--- src/rtl/tt_pkg.sv ---
// Shared types and sizing helpers for the truth-table sweeper.
package tt_pkg;

    typedef enum logic [1:0] {
        IDLE  = 2'd0,
        SWEEP = 2'd1,
        DONE  = 2'd2
    } state_t;

    localparam int DEF_N_IN = 3;
    localparam int ROWS     = 2 ** DEF_N_IN;

    function automatic int rows_for(input int n_in);
        return 2 ** n_in;
    endfunction

endpackage

--- src/rtl/sweep_counter.sv ---
// Row index counter for a sweep: synchronous clear, saturating increment, terminal flag.
module sweep_counter #(
    parameter int N = 3
) (
    input  logic         clk,
    input  logic         rst_n,
    input  logic         clr,
    input  logic         inc,
    output logic [N-1:0] idx,
    output logic         last
);

    logic [N-1:0] idx_q;
    logic [N-1:0] idx_d;

    // terminal row is checked before incrementing so the index never wraps inside a sweep
    always_comb begin
        idx_d = idx_q;
        if (clr) begin
            idx_d = '0;
        end else if (inc && !last) begin
            idx_d = idx_q + N'(1);
        end else begin
            idx_d = idx_q;
        end
    end

    // index register
    always_ff @(posedge clk or negedge rst_n) begin
        if (!rst_n) begin
            idx_q <= '0;
        end else begin
            idx_q <= idx_d;
        end
    end

    assign idx  = idx_q;
    assign last = &idx_q;

endmodule

--- src/rtl/truth_table_sweeper.sv ---
// Streams every (row, f(row)) pair of a stored truth table under valid/ready,
// then pulses done and reports how many rows evaluated to 1.
module truth_table_sweeper
    import tt_pkg::*;
#(
    parameter int                     N_IN  = 3,
    parameter logic [(2**N_IN)-1:0]   TABLE = 8'h8A
) (
    input  logic                     clk,
    input  logic                     rst_n,
    input  logic                     start,
    input  logic                     tbl_load,
    input  logic [(2**N_IN)-1:0]     tbl_in,
    output logic                     busy,
    output logic                     row_valid,
    input  logic                     row_ready,
    output logic [N_IN-1:0]          row_in,
    output logic                     row_out,
    output logic                     done,
    output logic [N_IN:0]            ones_count
);

    localparam int NUM_ROWS = rows_for(N_IN);
    localparam int CW       = N_IN + 1;

    state_t                state_q;
    state_t                state_d;
    logic [NUM_ROWS-1:0]   tbl_q;
    logic [NUM_ROWS-1:0]   tbl_d;
    logic [CW-1:0]         ones_q;
    logic [CW-1:0]         ones_d;
    logic                  row_valid_q;
    logic                  row_valid_d;
    logic                  row_out_q;
    logic                  row_out_d;
    logic                  done_q;
    logic                  done_d;
    logic                  busy_q;
    logic                  busy_d;

    logic [N_IN-1:0]       idx_s;
    logic [N_IN-1:0]       idx_next_s;
    logic                  last_s;
    logic                  clr_s;
    logic                  inc_s;
    logic                  xfer_s;

    sweep_counter #(
        .N (N_IN)
    ) u_counter (
        .clk   (clk),
        .rst_n (rst_n),
        .clr   (clr_s),
        .inc   (inc_s),
        .idx   (idx_s),
        .last  (last_s)
    );

    assign xfer_s = (state_q == SWEEP) && row_valid_q && row_ready;

    // state register
    always_ff @(posedge clk or negedge rst_n) begin
        if (!rst_n) begin
            state_q <= IDLE;
        end else begin
            state_q <= state_d;
        end
    end

    // next-state logic
    always_comb begin
        state_d = state_q;
        case (state_q)
            IDLE: begin
                if (start) begin
                    state_d = SWEEP;
                end else begin
                    state_d = IDLE;
                end
            end
            SWEEP: begin
                if (xfer_s && last_s) begin
                    state_d = DONE;
                end else begin
                    state_d = SWEEP;
                end
            end
            DONE:    state_d = IDLE;
            default: state_d = IDLE;
        endcase
    end

    // datapath and output next values; a load in IDLE lands before a same-cycle start
    always_comb begin
        tbl_d = tbl_q;
        if ((state_q == IDLE) && tbl_load) begin
            tbl_d = tbl_in;
        end else begin
            tbl_d = tbl_q;
        end

        clr_s = (state_q == IDLE) && start;
        inc_s = xfer_s && !last_s;

        ones_d = ones_q;
        if (clr_s) begin
            ones_d = '0;
        end else if (xfer_s) begin
            ones_d = ones_q + CW'(row_out_q);
        end else begin
            ones_d = ones_q;
        end

        idx_next_s = idx_s;
        if (clr_s) begin
            idx_next_s = '0;
        end else if (inc_s) begin
            idx_next_s = idx_s + N_IN'(1);
        end else begin
            idx_next_s = idx_s;
        end

        row_out_d   = tbl_d[idx_next_s];
        row_valid_d = (state_d == SWEEP);
        busy_d      = (state_d != IDLE);
        done_d      = (state_d == DONE);
    end

    // table, accumulator and registered outputs
    always_ff @(posedge clk or negedge rst_n) begin
        if (!rst_n) begin
            tbl_q       <= TABLE;
            ones_q      <= '0;
            row_valid_q <= 1'b0;
            row_out_q   <= TABLE[0];
            done_q      <= 1'b0;
            busy_q      <= 1'b0;
        end else begin
            tbl_q       <= tbl_d;
            ones_q      <= ones_d;
            row_valid_q <= row_valid_d;
            row_out_q   <= row_out_d;
            done_q      <= done_d;
            busy_q      <= busy_d;
        end
    end

    assign busy       = busy_q;
    assign row_valid  = row_valid_q;
    assign row_in     = idx_s;
    assign row_out    = row_out_q;
    assign done       = done_q;
    assign ones_count = ones_q;

endmodule

--- config.mk ---
export PLATFORM = sky130hd
export DESIGN_NAME = truth_table_sweeper
export DESIGN_NICKNAME = d
export VERILOG_FILES = /design/src/rtl/tt_pkg.sv /design/src/rtl/sweep_counter.sv /design/src/rtl/truth_table_sweeper.sv
export SDC_FILE = /design/constraint.sdc
export NUM_CORES = 1
export LEC_CHECK = 0
export BUFFER_PORTS_ARGS = -buffer_cell sky130_fd_sc_hd__buf_4
export CAP_MARGIN = 20
export CELL_PAD_IN_SITES_DETAIL_PLACEMENT = 0
export CELL_PAD_IN_SITES_GLOBAL_PLACEMENT = 1
export CORE_MARGIN = 2
export CORE_UTILIZATION = 30
export CTS_BUF_LIST = sky130_fd_sc_hd__clkbuf_8
export DETAILED_ROUTE_END_ITERATION = 10
export GPL_ROUTABILITY_DRIVEN = 1
export PLACE_DENSITY_LB_ADDON = 0.1
export SLEW_MARGIN = 20
export SYNTH_ARGS = -nofsm -noshare
export SYNTH_HDL_FRONTEND = slang
export SYNTH_HIERARCHICAL = 1
export SYNTH_SLANG_ARGS = --single-unit
--- constraint.sdc ---
create_clock -name clk -period 2 [get_ports clk]
set_input_delay 0.3 -clock clk [delete_from_list [all_inputs] [get_ports clk]]
set_output_delay 0.3 -clock clk [all_outputs]
set_load 0.05 [all_outputs]
Word level (Yosys, flattened, before mapping)
Cells that the tools add are included.
- flip-flop bits (word level): 21
- bits of input ports: 13
- output and inout port bits: 11
- logic and storage cells: 39
- add/sub/neg operators: 2
- $lt $le $gt $ge: 1
- equal/unequal tests: 3
- mux-type cells: 12
- reduce and logical (&&, ||, !) cells: 13
- operators by type and width (cell ; number):
    two-way mux 3 bit ; 4
    two-way mux 4 bit ; 2
    two-way mux 8 bit ; 1
    logical AND 1 bit ; 7
    nonzero test 2 bit ; 3
    adder 4 x 1 -> 4 bit ; 1
    equality test 2 x 1 -> 1 bit, second input constant ; 2
    < comparator 3 x 4 -> 1 bit, second input constant ; 1
    one-hot mux 2 bit (2 select lines) ; 1
    adder 3 x 1 -> 3 bit, second input constant ; 1
    binary-select mux 1 bit (select 3 bit) ; 1
    AND reduction 3 bit ; 1
    equality test 2 bit, second input constant ; 1
    zero test 2 bit ; 1
    two-way mux 1 bit ; 2
    two-way mux 2 bit ; 1
    zero test 1 bit ; 1

Depth between registers and ports, before layout
- depth after elaboration: 8
- mapped depth: 7
- mapped depth without buffers: 7

By module
Netlist, hierarchy kept.
- by module, submodules not included (module ; instances ; cells each ; area an instance (sq um) ; sequential area each (sq um)):
    truth_table_sweeper ; 1 ; 81 ; 927.1 ; 454.2
    sweep_counter ; 1 ; 15 ; 183.9 ; 75.1

Worst setup path after synthesis
OpenSTA, ideal clock, no wires.
- path type: reg-to-reg
- start point: register u_counter.idx_q[1], in the netlist u_counter/idx[1]
- end point: register row_out_q, in the netlist row_out
- setup time: 80 ps
- data arrival time: 2085 ps
- data required time: 1920 ps
- setup slack: -165 ps
- cell stages (with the launch flop): 8
- buffers on the path: 0
- period minus slack after synthesis: 2165 ps
- cells stage by stage: dfrtp_1 ha_1 ha_1 inv_1 a311oi_1 a31oi_1 a221o_1 o211ai_2
- longest elaborated chain between the ends: 7
- elaborated cells on any way between the ends: 8
- those cells by class: add/sub (1); mux (4); reduce/logical (3)
- ends and longest elaborated chain (what ; RTL line ; text):
    from (decl) ; sweep_counter.sv:13 ; logic [N-1:0] idx_q;
    from (signal assigned) ; sweep_counter.sv:33 ; idx_q <= idx_d;
    AND reduction 3 bit ; sweep_counter.sv:38 ; assign last = &idx_q;
    via last_s ; truth_table_sweeper.sv:43 ; logic last_s;
    zero test 1 bit ; truth_table_sweeper.sv:103 ; inc_s = xfer_s && !last_s;
    logical AND 1 bit ; truth_table_sweeper.sv:103 ;
    two-way mux 3 bit ; truth_table_sweeper.sv:117 ; end else if (inc_s) begin
    two-way mux 3 bit ; truth_table_sweeper.sv:115 ; if (clr_s) begin
    binary-select mux 1 bit (select 3 bit) ; truth_table_sweeper.sv:123 ; row_out_d = tbl_d[idx_next_s];
    two-way mux 1 bit (not written as such) ; truth_table_sweeper.sv:123 ;
    via row_out_d ; truth_table_sweeper.sv:35 ; logic row_out_d;
    to (signal assigned) ; truth_table_sweeper.sv:135 ; row_out_q <= TABLE[0];
    to (signal assigned) ; truth_table_sweeper.sv:142 ; row_out_q <= row_out_d;
    to (decl) ; truth_table_sweeper.sv:34 ; logic row_out_q;
The timed path passes the listed nets, and every way through them passes these cells. The select of a mux whose other input is x is not followed.
A chain may end at the register's enable or synchronous reset.

Final worst setup path
- start point: register state_q[1]
- end point: register row_out_q, in the netlist row_out
- elaborated cells on any way between the ends: 12
- those cells by class: eq/ne (1); mux (5); reduce/logical (6)
- RTL lines (what ; RTL line ; text):
    from (decl) ; truth_table_sweeper.sv:26 ; state_t state_q;
    from (signal assigned) ; truth_table_sweeper.sv:66 ; state_q <= state_d;
    zero test 2 bit ; truth_table_sweeper.sv:96 ; if ((state_q == IDLE) && tbl_load) begin
    logical AND 1 bit ; truth_table_sweeper.sv:96 ;
    two-way mux 8 bit ; truth_table_sweeper.sv:96 ;
    via tbl_d[6] ; truth_table_sweeper.sv:29 ; logic [NUM_ROWS-1:0] tbl_d;
    binary-select mux 1 bit (select 3 bit) ; truth_table_sweeper.sv:123 ;
    two-way mux 1 bit (not written as such) ; truth_table_sweeper.sv:123 ;
    via row_out_d ; truth_table_sweeper.sv:35 ;
The timed path passes the listed nets, and every way through them passes these cells. The select of a mux whose other input is x is not followed.

==> results.json <==
{
  "cp_data_arrival_time_ns": 1.99,
  "floorplan.initialDensity": 0.308,
  "synth.yosys.warnings": 6,
  "synthCells": 96,
  "p_seq_frac": 0.310,
  "yosys_register_bits": 21,
  "yosys.area.top_type_share": 0.405,
  "synth.net_count": 114,
  "final_area_um2": 1420,
  "die_w_um": 64.9,
  "worst_hold_slack_across_all_endpoints_ns": 0.290,
  "worst_r2r_endpoint": "row_out",
  "antenna_found_initial": 0,
  "reg2reg_slack_ns": 0.14,
  "status": "complete, no violations",
  "gr-total-overflow": 0,
  "boundaryPins": 24,
  "hold_class": "input port to flop",
  "final_wirelength_mm": 2.17,
  "fmaxAchievable_mhz": 539,
  "final.min_clock_period_ns": 1.86,
  "vdd_ir_drop_max_uv": 506,
  "leakage_nw": 0.643,
  "synth.largest_area_cell": "dfrtp_1",
  "detail_route.first_pass.iterations": 4,
  "grt_pass1_vias": 793,
  "setup.worst_path.start": "state_q[1]",
  "tightestPinTransition_ns": 0.340,
  "worst-setup-path-type": "flop to flop",
  "cts_made_buffers": 3,
  "path_max_fanout": 7,
  "final_util": 0.394,
  "finalHoldViolations": 0,
  "setup_repair_after_global_routing_missed_its_margin": "no",
  "first_pass_grt_wire_length_mm": 3.64,
  "post_drt_via_cell_ratio": 4.73,
  "crit_required_ns": 2.13,
  "postSynthAreaPerCell_um2": 11.6,
  "floorplan.die_area_um2": 4210,
  "placed_area_um2": 1360,
  "timing.final.setup_violations": 0,
  "synth_async_sr_flop_share": 1.00,
  "hold_path_startpoint": "tbl_in[2]",
  "internal-power_mw": 1.33,
  "floorplan.core_area_um2": 3610,
  "synth.cell_area_um2": 1110,
  "clock_skews_ns": 0.00175,
  "postCtsSetupBuffers": 0,
  "globalplace.congestion": 0.746,
  "synth_enable_flop_cells": 0,
  "numPortBuffers": 23,
  "cts.htree.levels": 1,
  "ctsLongestPathBuffers": 2,
  "worst_r2r_path_depth": 6,
  "worstHoldPathCells": 2,
  "share_comb_of_total_power": 0.575,
  "initialDrtViolationCount": 43,
  "area_growth_pct": 27.9,
  "cts_root_buf": "clkbuf_8",
  "slew_headroom": 0.773,
  "post_route_cells_drive_above_1_share": 0.397,
  "worst_setup_path_end_kind": "flop",
  "worstSetupStartpointType": "flop",
  "worst_r2r_startpoint": "state_q[1]",
  "min_period_over_period": 0.928,
  "synth_flop_cell": "dfrtp_1",
  "yosys-top-cells-area": "dfrtp_1, dfstp_2, mux2_2",
  "powerDensity_nw_per_um2": 1650,
  "switching_share": 0.435,
  "globalRouteTotalUtil": 0.111,
  "antenna_cells_inserted": 0,
  "post-layout-total-power_mw": 2.35,
  "remaining_drc_errors": 0,
  "insertion_delay_ns": 0.26,
  "grt_max_degree": 22,
  "synth_sequential_area_ratio": 0.476,
  "antenna_left": 0,
  "clock_transition_at_path_regs_ns": 0.07,
  "hold-path-endpoint": "tbl_q[2]",
  "timing.setup.tns_ns": 0,
  "route.vias.total": 823,
  "net-switching-power_mw": 1.02,
  "timing.max_cap.violations": 0,
  "dpl.hpwl_mm": 1.69,
  "cts_tree": "done",
  "final_max_slew_viol_count": 0,
  "die_h_um": 64.9,
  "fp-row-count": 22,
  "clock_sinks": 21,
  "synthDistinctLibCells": 39,
  "routed_wire_length_per_instance_um": 12.4,
  "clock_power_share": 0.114,
  "finish.net_count": 145
}
registers in the layout, summed over array words and instances, names as in the netlist:
name           count
busy               1
done               1
ones_count         4
row_out            1
row_valid          1
state_q            2
tbl_q              8
u_counter/idx      3
final cells by class:
type / count / area (um^2)
clock buffer: 3 / 41.3
inverter: 4 / 16.3
sequential: 21 / 532
fill: 355 / 2180
multi-input combinational: 69 / 556
clock inverter: 1 / 3.75
timing repair buffer: 28 / 213
tap: 48 / 60.1
layout by cell type (no fill, tap or decap), drive strengths merged, types with 2 or more instances in the layout:
cell type | netlist | layout
a21o | 2 | 2
a22o | 2 | 2
a31oi | 2 | 2
buf | 2 | 27
clkbuf | 0 | 3
dfrtp | 18 | 18
dfstp | 3 | 3
ha | 5 | 5
inv | 3 | 4
mux2 | 8 | 8
mux2i | 2 | 2
nand2 | 3 | 3
nand2b | 2 | 2
nand3 | 2 | 2
nand4bb | 3 | 3
nor2 | 11 | 11
nor2b | 2 | 2
nor3 | 2 | 2
nor3b | 2 | 2
o211ai | 4 | 4
o21ai | 4 | 4
xor2 | 2 | 2
power groups by stage:
stage,Combinational (mW),Clock (mW),Sequential (mW)
detailed placement,1.36,0,0.739
global placement,1.36,0,0.737
CTS,1.36,0.283,0.731
floorplan,0.732,0,1.03
global route,1.49,0.302,0.754
finish,1.35,0.268,0.729
worst max-delay path, stage by stage (launching register included):
cell and delay [ns]:
dfrtp_1 0.46, nor3b_4 0.24, buf_4 0.20, mux2_2 0.37, o211ai_1 0.08, nor3b_1 0.29, o211ai_2 0.10
worst max path at each step:
stage,endpoint,slack (ns)
global placement,row_out,0.12
CTS,row_out,0.09
detailed placement,row_out,0.11
global route,row_out,0.02
finish,row_out,0.14
floorplan,row_out,0.01
what timing repair did:
item                       CTS  global route
hold endpoints to repair    18             0
gates resized for setup      0             2
setup endpoints to repair    0             1
hold buffers                 1             0
cells by family (layout without fill, tap and decap cells):
logic type / count (synthesis) / count (layout) / synth area share
AO/OA/AOI/OAI: 19 / 19 / 0.126
XOR/XNOR: 2 / 2 / 0.0158
adder cells (fa/ha/maj): 5 / 5 / 0.0563
buffers and inverters: 6 / 36 / 0.0281
flip-flops: 21 / 21 / 0.476
multiplexers: 10 / 10 / 0.106
AND/OR/NAND/NOR: 33 / 33 / 0.191
through the flow:
stage | worst slack [ns] | instances
global route | 0.0151 | 174
finish | 0.143 | 174
detailed placement | 0.113 | 169
floorplan | 0.0100 | 96
CTS | 0.0929 | 174
global placement | 0.122 | 169
routing by layer:
metal | vias up | track usage | share of wire
li1 | 417 | - | -
met2 | 17 | 0.171 | 0.45
met5 | - | 0 | 0
met1 | 387 | 0.154 | 0.49
met4 | 0 | 0.0479 | 0.0097
met3 | 2 | 0.0174 | 0.047
synth_stat cells, types with 2 or more instances:
master	n
o211ai_1	3
dfstp_2	3
mux2_2	6
nor2_1	11
mux2i_1	2
nand3_1	2
nand2_1	3
mux2_4	2
dfrtp_1	18
a31oi_1	2
inv_1	3
o21ai_0	2
nand2b_1	2
o21ai_1	2
a21o_1	2
a22o_1	2
nand4bb_1	3
xor2_1	2
ha_1	5
nor3_1	2
Note: power is estimated with default switching activity, not from simulation.
